File: src/rtl/ex_stage.sv
// rtl/ex_stage.sv - execute stage: forwarding muxes, ALU decode and compute, EX/MEM register
// Operands come through the forwarding muxes, the ALU runs combinationally, and results register on i_clk.
module ex_stage #(
   parameter int INST_SZ  = 32,
   parameter int ALU_OP   = 3,
   parameter int FORW_ALU = 2,
   parameter int ALU_SEL  = 6
) (
   input  logic                i_clk,
   input  logic                i_rst_n,
   input  logic [INST_SZ-1:0]  i_read_data_1_E,
   input  logic [INST_SZ-1:0]  i_read_data_2_E,
   input  logic [INST_SZ-1:0]  i_alu_result_M,
   input  logic [INST_SZ-1:0]  i_read_data_W,
   input  logic [INST_SZ-1:0]  i_instr_imm_D,
   input  logic [4:0]          i_instr_rt_D,
   input  logic [4:0]          i_instr_rd_D,
   input  logic                i_alu_src_MC,
   input  logic                i_reg_dst_MC,
   input  logic                i_jal_sel_MC,
   input  logic [ALU_OP-1:0]   i_alu_op_MC,
   input  logic [FORW_ALU-1:0] i_forward_a_FU,
   input  logic [FORW_ALU-1:0] i_forward_b_FU,
   output logic [INST_SZ-1:0]  o_alu_result_E,
   output logic [INST_SZ-1:0]  o_operand_b_E,
   output logic [4:0]          o_instr_rd_E
);

   localparam logic [ALU_OP-1:0] OP_ADD  = 3'b000;
   localparam logic [ALU_OP-1:0] OP_SUB  = 3'b001;
   localparam logic [ALU_OP-1:0] OP_RTYP = 3'b010;
   localparam logic [ALU_OP-1:0] OP_ANDI = 3'b011;
   localparam logic [ALU_OP-1:0] OP_ORI  = 3'b100;
   localparam logic [ALU_OP-1:0] OP_XORI = 3'b101;
   localparam logic [ALU_OP-1:0] OP_LUI  = 3'b110;
   localparam logic [ALU_OP-1:0] OP_SLTI = 3'b111;

   localparam logic [ALU_SEL-1:0] C_SLL  = 6'b000000;
   localparam logic [ALU_SEL-1:0] C_SRL  = 6'b000010;
   localparam logic [ALU_SEL-1:0] C_SRA  = 6'b000011;
   localparam logic [ALU_SEL-1:0] C_SLLV = 6'b000100;
   localparam logic [ALU_SEL-1:0] C_SRLV = 6'b000110;
   localparam logic [ALU_SEL-1:0] C_SRAV = 6'b000111;
   localparam logic [ALU_SEL-1:0] C_LUI  = 6'b001111;
   localparam logic [ALU_SEL-1:0] C_ADD  = 6'b100000;
   localparam logic [ALU_SEL-1:0] C_ADDU = 6'b100001;
   localparam logic [ALU_SEL-1:0] C_SUB  = 6'b100010;
   localparam logic [ALU_SEL-1:0] C_SUBU = 6'b100011;
   localparam logic [ALU_SEL-1:0] C_AND  = 6'b100100;
   localparam logic [ALU_SEL-1:0] C_OR   = 6'b100101;
   localparam logic [ALU_SEL-1:0] C_XOR  = 6'b100110;
   localparam logic [ALU_SEL-1:0] C_NOR  = 6'b100111;
   localparam logic [ALU_SEL-1:0] C_SLT  = 6'b101010;
   localparam logic [ALU_SEL-1:0] C_SLTU = 6'b101011;
   localparam logic [ALU_SEL-1:0] C_NONE = 6'b111111;

   localparam logic [FORW_ALU-1:0] FW_WB  = 2'b01;
   localparam logic [FORW_ALU-1:0] FW_MEM = 2'b10;

   logic [INST_SZ-1:0] alu_result_d, alu_result_q;
   logic [INST_SZ-1:0] operand_b_d, operand_b_q;
   logic [4:0]         instr_rd_d, instr_rd_q;

   logic [INST_SZ-1:0] fwd_a, fwd_b, alu_b, imm_zext;
   logic [ALU_SEL-1:0] alu_ctrl;
   logic               use_zext;
   logic [4:0]         shamt, shvar;

   function automatic logic [INST_SZ-1:0] fwd_mux(
      input logic [FORW_ALU-1:0] sel,
      input logic [INST_SZ-1:0]  reg_val,
      input logic [INST_SZ-1:0]  wb_val,
      input logic [INST_SZ-1:0]  mem_val
   );
      logic [INST_SZ-1:0] r;
      case (sel)
         FW_WB:   r = wb_val;
         FW_MEM:  r = mem_val;
         default: r = reg_val;
      endcase
      return r;
   endfunction

   always_comb begin
      fwd_a    = fwd_mux(i_forward_a_FU, i_read_data_1_E, i_read_data_W, i_alu_result_M);
      fwd_b    = fwd_mux(i_forward_b_FU, i_read_data_2_E, i_read_data_W, i_alu_result_M);
      alu_b    = i_alu_src_MC ? i_instr_imm_D : fwd_b;
      imm_zext = {{(INST_SZ-16){1'b0}}, i_instr_imm_D[15:0]};
      shamt    = i_instr_imm_D[10:6];
      shvar    = fwd_a[4:0];
   end

   // Main-control op and funct fold into one control code; C_LUI is never a legal R-type pass-through.
   always_comb begin
      alu_ctrl = C_NONE;
      use_zext = 1'b0;
      case (i_alu_op_MC)
         OP_ADD:  alu_ctrl = C_ADDU;
         OP_SUB:  alu_ctrl = C_SUBU;
         OP_RTYP: begin
            case (i_instr_imm_D[ALU_SEL-1:0])
               C_SLL, C_SRL, C_SRA, C_SLLV, C_SRLV, C_SRAV,
               C_ADD, C_ADDU, C_SUB, C_SUBU, C_AND, C_OR,
               C_XOR, C_NOR, C_SLT, C_SLTU:
                  alu_ctrl = i_instr_imm_D[ALU_SEL-1:0];
               default: alu_ctrl = C_NONE;
            endcase
         end
         OP_ANDI: begin alu_ctrl = C_AND; use_zext = 1'b1; end
         OP_ORI:  begin alu_ctrl = C_OR;  use_zext = 1'b1; end
         OP_XORI: begin alu_ctrl = C_XOR; use_zext = 1'b1; end
         OP_LUI:  alu_ctrl = C_LUI;
         OP_SLTI: alu_ctrl = C_SLT;
         default: alu_ctrl = C_NONE;
      endcase
   end

   always_comb begin
      logic [INST_SZ-1:0] b_eff;
      b_eff        = use_zext ? imm_zext : alu_b;
      alu_result_d = '0;
      case (alu_ctrl)
         C_SLL:         alu_result_d = b_eff << shamt;
         C_SRL:         alu_result_d = b_eff >> shamt;
         C_SRA:         alu_result_d = $signed(b_eff) >>> shamt;
         C_SLLV:        alu_result_d = b_eff << shvar;
         C_SRLV:        alu_result_d = b_eff >> shvar;
         C_SRAV:        alu_result_d = $signed(b_eff) >>> shvar;
         C_LUI:         alu_result_d = {b_eff[15:0], {(INST_SZ-16){1'b0}}};
         C_ADD, C_ADDU: alu_result_d = fwd_a + b_eff;
         C_SUB, C_SUBU: alu_result_d = fwd_a - b_eff;
         C_AND:         alu_result_d = fwd_a & b_eff;
         C_OR:          alu_result_d = fwd_a | b_eff;
         C_XOR:         alu_result_d = fwd_a ^ b_eff;
         C_NOR:         alu_result_d = ~(fwd_a | b_eff);
         C_SLT:         alu_result_d = {{(INST_SZ-1){1'b0}}, ($signed(fwd_a) < $signed(b_eff))};
         C_SLTU:        alu_result_d = {{(INST_SZ-1){1'b0}}, (fwd_a < b_eff)};
         default:       alu_result_d = '0;
      endcase
   end

   always_comb begin
      operand_b_d = fwd_b;
      if (i_jal_sel_MC)      instr_rd_d = 5'd31;
      else if (i_reg_dst_MC) instr_rd_d = i_instr_rd_D;
      else                   instr_rd_d = i_instr_rt_D;
   end

   always_ff @(posedge i_clk or negedge i_rst_n) begin
      if (!i_rst_n) begin
         alu_result_q <= '0;
         operand_b_q  <= '0;
         instr_rd_q   <= '0;
      end else begin
         alu_result_q <= alu_result_d;
         operand_b_q  <= operand_b_d;
         instr_rd_q   <= instr_rd_d;
      end
   end

   assign o_alu_result_E = alu_result_q;
   assign o_operand_b_E  = operand_b_q;
   assign o_instr_rd_E   = instr_rd_q;

endmodule

File: config.mk
export PLATFORM = sky130hd
export DESIGN_NAME = ex_stage
export DESIGN_NICKNAME = d
export VERILOG_FILES = /design/src/rtl/ex_stage.sv
export SDC_FILE = /design/constraint.sdc
export NUM_CORES = 1
export LEC_CHECK = 0
export BUFFER_PORTS_ARGS = -buffer_cell sky130_fd_sc_hd__buf_4
export CORE_AREA = 2 2 183 185
export CTS_BUF_LIST = sky130_fd_sc_hd__clkbuf_8
export CTS_CLUSTER_SIZE = 12
export DETAILED_ROUTE_END_ITERATION = 8
export DIE_AREA = 0 0 185 187
export PLACE_DENSITY = 0.74
export SLEW_MARGIN = 20
export SYNTH_ARGS = -nofsm -noshare
export SYNTH_HDL_FRONTEND = slang
export SYNTH_SLANG_ARGS = --single-unit
File: constraint.sdc
create_clock -name i_clk -period 0.8 [get_ports i_clk]
set_clock_uncertainty 0.15 [all_clocks]
set_input_delay 0.08 -clock i_clk [delete_from_list [all_inputs] [get_ports i_clk]]
set_output_delay 0.08 -clock i_clk [all_outputs]
set_load 0.05 [all_outputs]
==> qor.txt, run 1 <==
Cts bufs inserted -> 9
Synth top area share -> 11.8%
Die X -> 185 um
Port Buf Inserts -> 250
Main area contributors after synthesis -> dfrtp_1 12%, mux2i_1 11%, ha_1 8.6%
Largest area contributor in the netlist -> dfrtp_1
CTS root buf -> clkbuf_8
CTS max path bufs -> 2
Overflow after GRT -> 135
Failed at -> 5_1_grt
Row count -> 67
Stop err -> [ERROR GRT-0232] Routing congestion too high. Check the congestion heatmap in the GUI.
Dpl cells -> 3328
GRT Util Overall -> 75.1%
Number of library cell types mapped by synthesis -> 96
Crit. endpoint post-GRT repair -> o_alu_result_E[0]$_DFF_PN0_/D
Routability congestion estimate -> 1.19
Mean post-synth cell area -> 7.40 um2
Post-synth EDFFs -> 0
H-tree depth -> 3
Dominant synthesized flop cell -> dfrtp_1
Worst ep type -> register input
# IOs -> 251
Register area share after synthesis -> 11.8%
Mapped Area -> 14600 um2
Clock Sinks -> 69
Syn_nets -> 2253
FF+latch count, synth -> 69
Cells after synthesis -> 1969
YS warnings -> 0
Die Y -> 187 um
Status -> did not finish
Largest net degree at the start of global routing -> 34
DP HPWL -> 77.9 mm
Async SR Flop Fraction -> 100%
Starting Density -> 44.3%
[routing by layer]
layer  GRT overflow  GRT usage, %
met1              1          77.0
met2             86          91.5
met3              4          57.1
met4             44          73.4
met5              0          30.1
[timing repair]
action,4_1_cts
pin swaps,119
hold endpoints to repair,106
resized for setup,376
gates cloned,1
buffers inserted,50
setup endpoints to repair,127
hold buffers,13
[cells in the mapped netlist (13+ instances only)]
library cell  count
nand2_1         211
nor2_1          172
mux2i_1         162
o21ai_0         142
a21oi_1         123
ha_1            100
inv_1            96
clkbuf_1         94
a22oi_1          87
dfrtp_1          69
mux2_2           61
a211oi_1         48
o21a_1           36
a221oi_1         34
nor3_1           32
o211ai_1         30
nand3_1          28
nand2b_1         26
o221ai_1         23
o22ai_1          23
o2111ai_1        22
buf_2            21
a211o_1          20
a21o_1           19
a31oi_1          17
nor2b_1          16
buf_1            13
o21bai_1         13
[through the flow]
step / utilization, % / area [um2] / setup slack [ns] / hold slack [ns]
CTS: 77.6 / 25500 / -2.97 / -0.311
detailed placement: 70.5 / 23200 / -3.64 / -0.218
global placement: 70.5 / 23200 / -3.55 / -0.218
floorplan: - / 15200 / -3.25 / -0.366
[cells by family after synthesis]
family / after synthesis / synth area share (%)
AND/OR/NAND/NOR: 553 / 17.3
AO/OA/AOI/OAI: 756 / 36.4
flip-flops: 69 / 11.8
XOR/XNOR: 5 / 0.301
multiplexers: 240 / 18.0
buffers and inverters: 244 / 7.30
adder cells (fa/ha/maj): 102 / 8.86
==> run 2: changes to the inputs <==
Settings changed: CORE_AREA 2 2 183 185 to 2 2 224 226, CTS_BUF_LIST sky130_fd_sc_hd__clkbuf_8 to default, CTS_CLUSTER_SIZE 12 to default, DIE_AREA 0 0 185 187 to 0 0 226 228, PLACE_DENSITY 0.74 to default, PLACE_DENSITY_LB_ADDON from default to 0.15.
Clock period 0.8 ns to 1.05 ns, I/O delays scaled along.
==> run 2 against run 1 <==
- area after synthesis is the same
- synthesized cell count is the same
- the flow now finishes, with violations (hold timing, setup timing)
==> qor.txt, run 2 <==
Status -> finished, violations left
Violated checks -> hold timing, setup timing
Max Cap Violations -> 0
Combinational share of power -> 78.6%
CTS Hold Bufs -> 28
Crit path max fanout -> 7
Max_slew headroom -> 27.8%
CTS tree -> yes
Mean post-synth cell area -> 7.40 um2
First-pass GRT wire length -> 155 mm
Async SR Flop Fraction -> 100%
Crit path cell chain -> buf_6, and3b_2, nor3_4, buf_12, buf_4, mux2i_4, inv_2, fa_2, o21ba_4, o21ai_4, a211oi_4, or4_4, nand4b_1, a31oi_2, o31ai_2, buf_4, nand2_4, a21o_1, a211o_1
DP HPWL -> 90.8 mm
Setup WS post-layout -> -2.73 ns
Dominant synthesized flop cell -> dfrtp_1
Die Area -> 51500 um2
GRT Util Overall -> 41.9%
Power per Cell Area -> 1150 nW/um2
Most frequent cells in the layout -> 1080 x buf_4, 202 x nand2_1, 159 x nor2_1
Seq pwr share -> 10.7%
Largest area contributor in the netlist -> dfrtp_1
Register area share after synthesis -> 11.8%
Switch share -> 49.2%
Crit path DAT -> 3.89 ns
Setup crit start kind -> input pin
1st-iter DRT viols -> 2603
CP max stage cell -> or4_4
Vias in the first global route -> 22100
Clock Sinks -> 69
H-tree depth -> 3
# IOs -> 251
Max IR drop VDD -> 0.000892 V
Tot Pwr -> 31900 uW
Starting Density -> 29.5%
Nature of the critical path endpoint -> register
YS warnings -> 0
Syn_nets -> 2253
WL/cell -> 29.3 um
Core Util, Final -> 56.4%
Detailed Routing Iterations Pass 1 -> 8
Row count -> 82
Synth Area in Simple Gates -> 17.3%
CTS root buf -> clkbuf_16
Synth Area in Compound Gates -> 36.4%
F_max -> 0.265 GHz
Mapped Area -> 14600 um2
Largest stage delay on the critical path -> 0.47 ns
Final period util -> 360%
Min Hold Slack -> -0.181 ns
Synth Area in Adders -> 8.86%
Mux share of post-synthesis cell area -> 18.0%
Sum Neg Setup Slack -> -90.10 ns
Critical path class -> in -> reg
Final antenna-violating net count -> 0
Most common cell in the synthesized netlist -> nand2_1
Post-layout net count -> 3401
Die Y -> 228 um
Max Slew Vio Count -> 0
Leakage -> 0.0129 uW
Final hold viol count -> 18
Largest family of logic cells by synthesized area -> compound AO/OA/AOI/OAI gates
Required time of the critical path -> 1.16 ns
Synth top area share -> 11.8%
Least-Margin Pin Slew -> 1.08 ns
Post-synth EDFFs -> 0
Die X -> 226 um
Initial antenna violation count -> 5
Fillers -> 4673
CTS max path bufs -> 2
Endpoints failing setup -> 112
Most used cell, CP -> buf_4
Clock share of power -> 10.6%
Pre-CTS setup slack -> -3.30 ns
Synth top cells by count -> 211 x nand2_1, 172 x nor2_1, 162 x mux2i_1
Overflow after GRT -> 0
Final design instance area without fill -> 27800 um2
Post-synthesis xor/xnor area fraction -> 0.301%
Cell internal pwr -> 16200 uW
Total number of vias -> 22400
Largest net degree at the start of global routing -> 70
Net Sw Power -> 15700 uW
Post-route DRC violation count -> 0
Final wirelength -> 111 mm
Crit path max-delay family -> compound AO/OA/AOI/OAI gates
Final Critical Period -> 3.78 ns
Commonest non-fill, non-tap cell in the layout -> buf_4
Area growth syn-to-layout -> 91.0%
FF+latch count, synth -> 69
Main area contributors after synthesis -> dfrtp_1 12%, mux2i_1 11%, ha_1 8.6%
Port Buf Inserts -> 250
Number of library cell types mapped by synthesis -> 96
Placed Area -> 23900 um2
Vias per inst -> 5.90
RSZ-0062 raised after global routing -> yes
Cells after synthesis -> 1969
Cts bufs inserted -> 9
CP bufs+invs -> 5
Routability congestion estimate -> 1.11
Core area -> 49300 um2
Share of layout cells above drive strength 1 -> 53.4%
Clk pin slew, worst setup/hold paths -> 0.06 ns
HP Class -> in -> reg
-- run 2: metrics by stage --
stage | hold WS [ns] | cells
2_1_floorplan | -0.341 | 1969
3_3_place_gp | 0.00980 | 3627
3_5_place_dp | 0.0144 | 3627
4_1_cts | -0.181 | 3742
5_1_grt | -0.174 | 3793
6_report | -0.181 | 3798
-- run 2: layout make-up --
class	count	area, um2	share of cell area [%]
flip-flops and latches	69	1730	6.20
multi-input cells	1657	13800	49.7
repair buffers	1281	10700	38.6
inverters	99	377	1.35
clock buffers	12	256	0.922
well taps	672	841	3.02
diodes	5	12.5	0.0450
clock inverters	3	45.0	0.162
-- run 2: what timing repair did --
action                                 CTS  global route
setup endpoints to repair              114           119
setup buffers                           71            63
endpoints found under the hold margin  105            16
resized for setup                      356           191
gates cloned                             3             1
pin swaps                               77            69
-- run 2: final timing paths --
kind | startpoint | to | cells past startpoint
min in group asynchronous | i_rst_n | o_operand_b_E[30] | 3
max in group asynchronous | i_rst_n | o_alu_result_E[25] | 3
worst max-delay path | i_alu_op_MC[0] | o_alu_result_E[0] | 19
worst min-delay path | i_read_data_2_E[11] | o_operand_b_E[11] | 3
-- run 2: power groups by stage --
stage | Combinational, uW | Clock [uW] | Sequential (uW)
floorplan | 7670 | 0 | 5090
CTS | 23000 | 3470 | 3420
global placement | 20600 | 0 | 3370
global route | 25800 | 3570 | 3460
finish | 25100 | 3390 | 3420
detailed placement | 20700 | 0 | 3380
-- run 2: tightest hold or removal path, cell delays in order --
cell and delay [ns]:
buf_4 0.08, nand2_1 0.05, o21ai_2 0.07
-- run 2: cell families after synthesis --
group | Yosys count
simple gates | 553
compound gates | 756
mux | 240
flops | 69
xor+xnor | 5
fa+ha+maj | 102
buf+inv | 244
-- run 2: metal layers --
metal	GRT usage, %	up-vias	wire length (um)
li1	-	9779	-
met1	53.3	10900	43800
met2	65.2	1392	48700
met3	8.04	367	10000
met4	26.0	4	8510
met5	0	-	27
Power figures use the tool's default switching activity.
==> run 3: changes to the inputs <==
Settings changed: CTS_BUF_LIST from default to sky130_fd_sc_hd__clkbuf_8.
==> run 3 against run 2 <==
- the run ends with DRC, hold timing, setup timing left
- critical path type unchanged
- final area shrank 2.1%
- non-clock buffer count down 26
- via count shrank 0.93%
- highest routed layer unchanged
- largest power group unchanged
- total power decreased by 3.5%
==> qor.txt, run 3 (synthesis results as in run 2) <==
Max_slew headroom -> 26.0%
Overflow after GRT -> 0
Nature of the critical path endpoint -> register
Post-layout net count -> 3374
Largest net degree at the start of global routing -> 70
Crit path max fanout -> 7
Commonest non-fill, non-tap cell in the layout -> buf_4
Max Cap Violations -> 0
Die Area -> 51500 um2
GRT Util Overall -> 41.9%
Critical path class -> in -> reg
Min Hold Slack -> -0.243 ns
WL/cell -> 29.4 um
Sum Neg Setup Slack -> -91.25 ns
Crit path DAT -> 3.90 ns
Status -> finished, violations left
Final wirelength -> 111 mm
Final antenna-violating net count -> 0
F_max -> 0.267 GHz
Required time of the critical path -> 1.21 ns
Clk pin slew, worst setup/hold paths -> 0.08 ns
Hold EP -> o_operand_b_E[12]
Leakage -> 0.0127 uW
Share of layout cells above drive strength 1 -> 52.5%
Most frequent cells in the layout -> 1077 x buf_4, 203 x nand2_1, 161 x nor2_1
Die X -> 226 um
# IOs -> 251
CTS root buf -> clkbuf_8
Routability congestion estimate -> 1.11
CTS tree -> yes
Worst Hold Launch -> i_read_data_2_E[12]
Row count -> 82
Detailed Routing Iterations Pass 1 -> 6
Port Buf Inserts -> 250
Pre-CTS setup slack -> -3.30 ns
First-pass GRT wire length -> 155 mm
Max IR drop VDD -> 0.000659 V
Core area -> 49300 um2
Post-route DRC violation count -> 2
HP Class -> in -> reg
Final period util -> 356%
Vias per inst -> 5.89
Cts bufs inserted -> 9
Die Y -> 228 um
CTS Hold Bufs -> 28
Max Slew Vio Count -> 0
Initial antenna violation count -> 11
RSZ-0062 raised after global routing -> yes
Worst hold stages -> 3
Setup WS post-layout -> -2.69 ns
Clock Sinks -> 69
Violated checks -> DRC, hold timing, setup timing
Final Critical Period -> 3.74 ns
Vias in the first global route -> 22000
H-tree depth -> 3
Power per Cell Area -> 1130 nW/um2
Starting Density -> 29.5%
Least-Margin Pin Slew -> 1.11 ns
Total number of vias -> 22200
1st-iter DRT viols -> 2472
Final hold viol count -> 29
Endpoints failing setup -> 109
Setup crit start kind -> input pin
CTS max path bufs -> 2
DP HPWL -> 90.8 mm
Area growth syn-to-layout -> 87.0%
run 3: cell types whose count changed in the layout (fill, tap and decap cells not counted), moves of 5 or more:
cell and change:
clkbuf_8 +9, mux2i_1 +10, o21ai_1 -5, buf_6 -17
a21oi_1 +6, o21ai_0 +5, mux2i_4 -6, a21oi_2 -6
clkbuf_16 -9
run 3: worst max path at each step:
stage / depth (start not counted) / end / start / slack (ns)
2_1_floorplan: 18 / o_alu_result_E[0] / i_alu_op_MC[0] / -3.02
3_3_place_gp: 15 / o_alu_result_E[16] / i_forward_b_FU[1] / -3.30
3_5_place_dp: 20 / o_alu_result_E[12] / i_forward_b_FU[1] / -3.30
4_1_cts: 19 / o_alu_result_E[0] / i_alu_op_MC[0] / -2.62
5_1_grt: 19 / o_alu_result_E[0] / i_alu_op_MC[0] / -2.78
6_report: 19 / o_alu_result_E[0] / i_alu_op_MC[1] / -2.69
run 3: repair_timing:
| item | CTS | global route |
|---|---|---|
| resized for setup | 345 | 128 |
| buffers inserted | 51 | 55 |
| pin swaps | 68 | 71 |
| cloned | 2 | 0 |
| endpoints found under the hold margin | 106 | 30 |
| endpoints found under the setup margin | 112 | 112 |
run 3: area by class of cell:
type	count	area (um2)
Clock inverter	4	48.8
Clock buffer	11	151
Antenna cell	6	15.0
Timing Repair Buffer	1255	10400
Inverter	99	382
Sequential cell	69	1730
Fill cell	4688	22100
Multi-Input combinational cell	1656	13700
Tap cell	672	841
run 3: where the power goes:
part	switching (uW)	total, uW	leakage [uW]	internal (uW)
Clock	1370	2570	0.0000989	1200
Sequential	280	3420	0.000850	3140
Combinational	13800	24800	0.0117	10900
run 3: stage by stage:
step | cells | power [uW] | cell area [um2] | utilization (%) | hold WS (ns)
floorplan | 1969 | 12800 | 15000 | - | -0.341
global placement | 3627 | 24000 | 23900 | 48.5 | 0.00980
detailed placement | 3627 | 24100 | 23900 | 48.5 | 0.0144
CTS | 3720 | 29100 | 26400 | 53.4 | -0.247
global route | 3768 | 31700 | 27200 | 55.2 | -0.255
finish | 3772 | 30800 | 27200 | 55.2 | -0.243
run 3: layer usage:
metal | global-route usage, % | wire [um]
met3 | 9.58 | 10300
met5 | 0 | 121
met4 | 26.3 | 8560
met2 | 64.8 | 48200
met1 | 52.5 | 43700
run 3: critical path, stage by stage:
cell and delay [ns]:
buf_6 0.10, and3b_2 0.22, nor3_4 0.26, buf_12 0.17
buf_4 0.12, mux2i_4 0.25, inv_2 0.08, fa_2 0.37
o21ba_4 0.22, o21ai_4 0.20, a211oi_4 0.11, or4_4 0.47
nand4b_1 0.16, a31oi_2 0.14, o31ai_2 0.22, buf_4 0.18
nand2_4 0.05, a21o_1 0.20, a211o_1 0.26
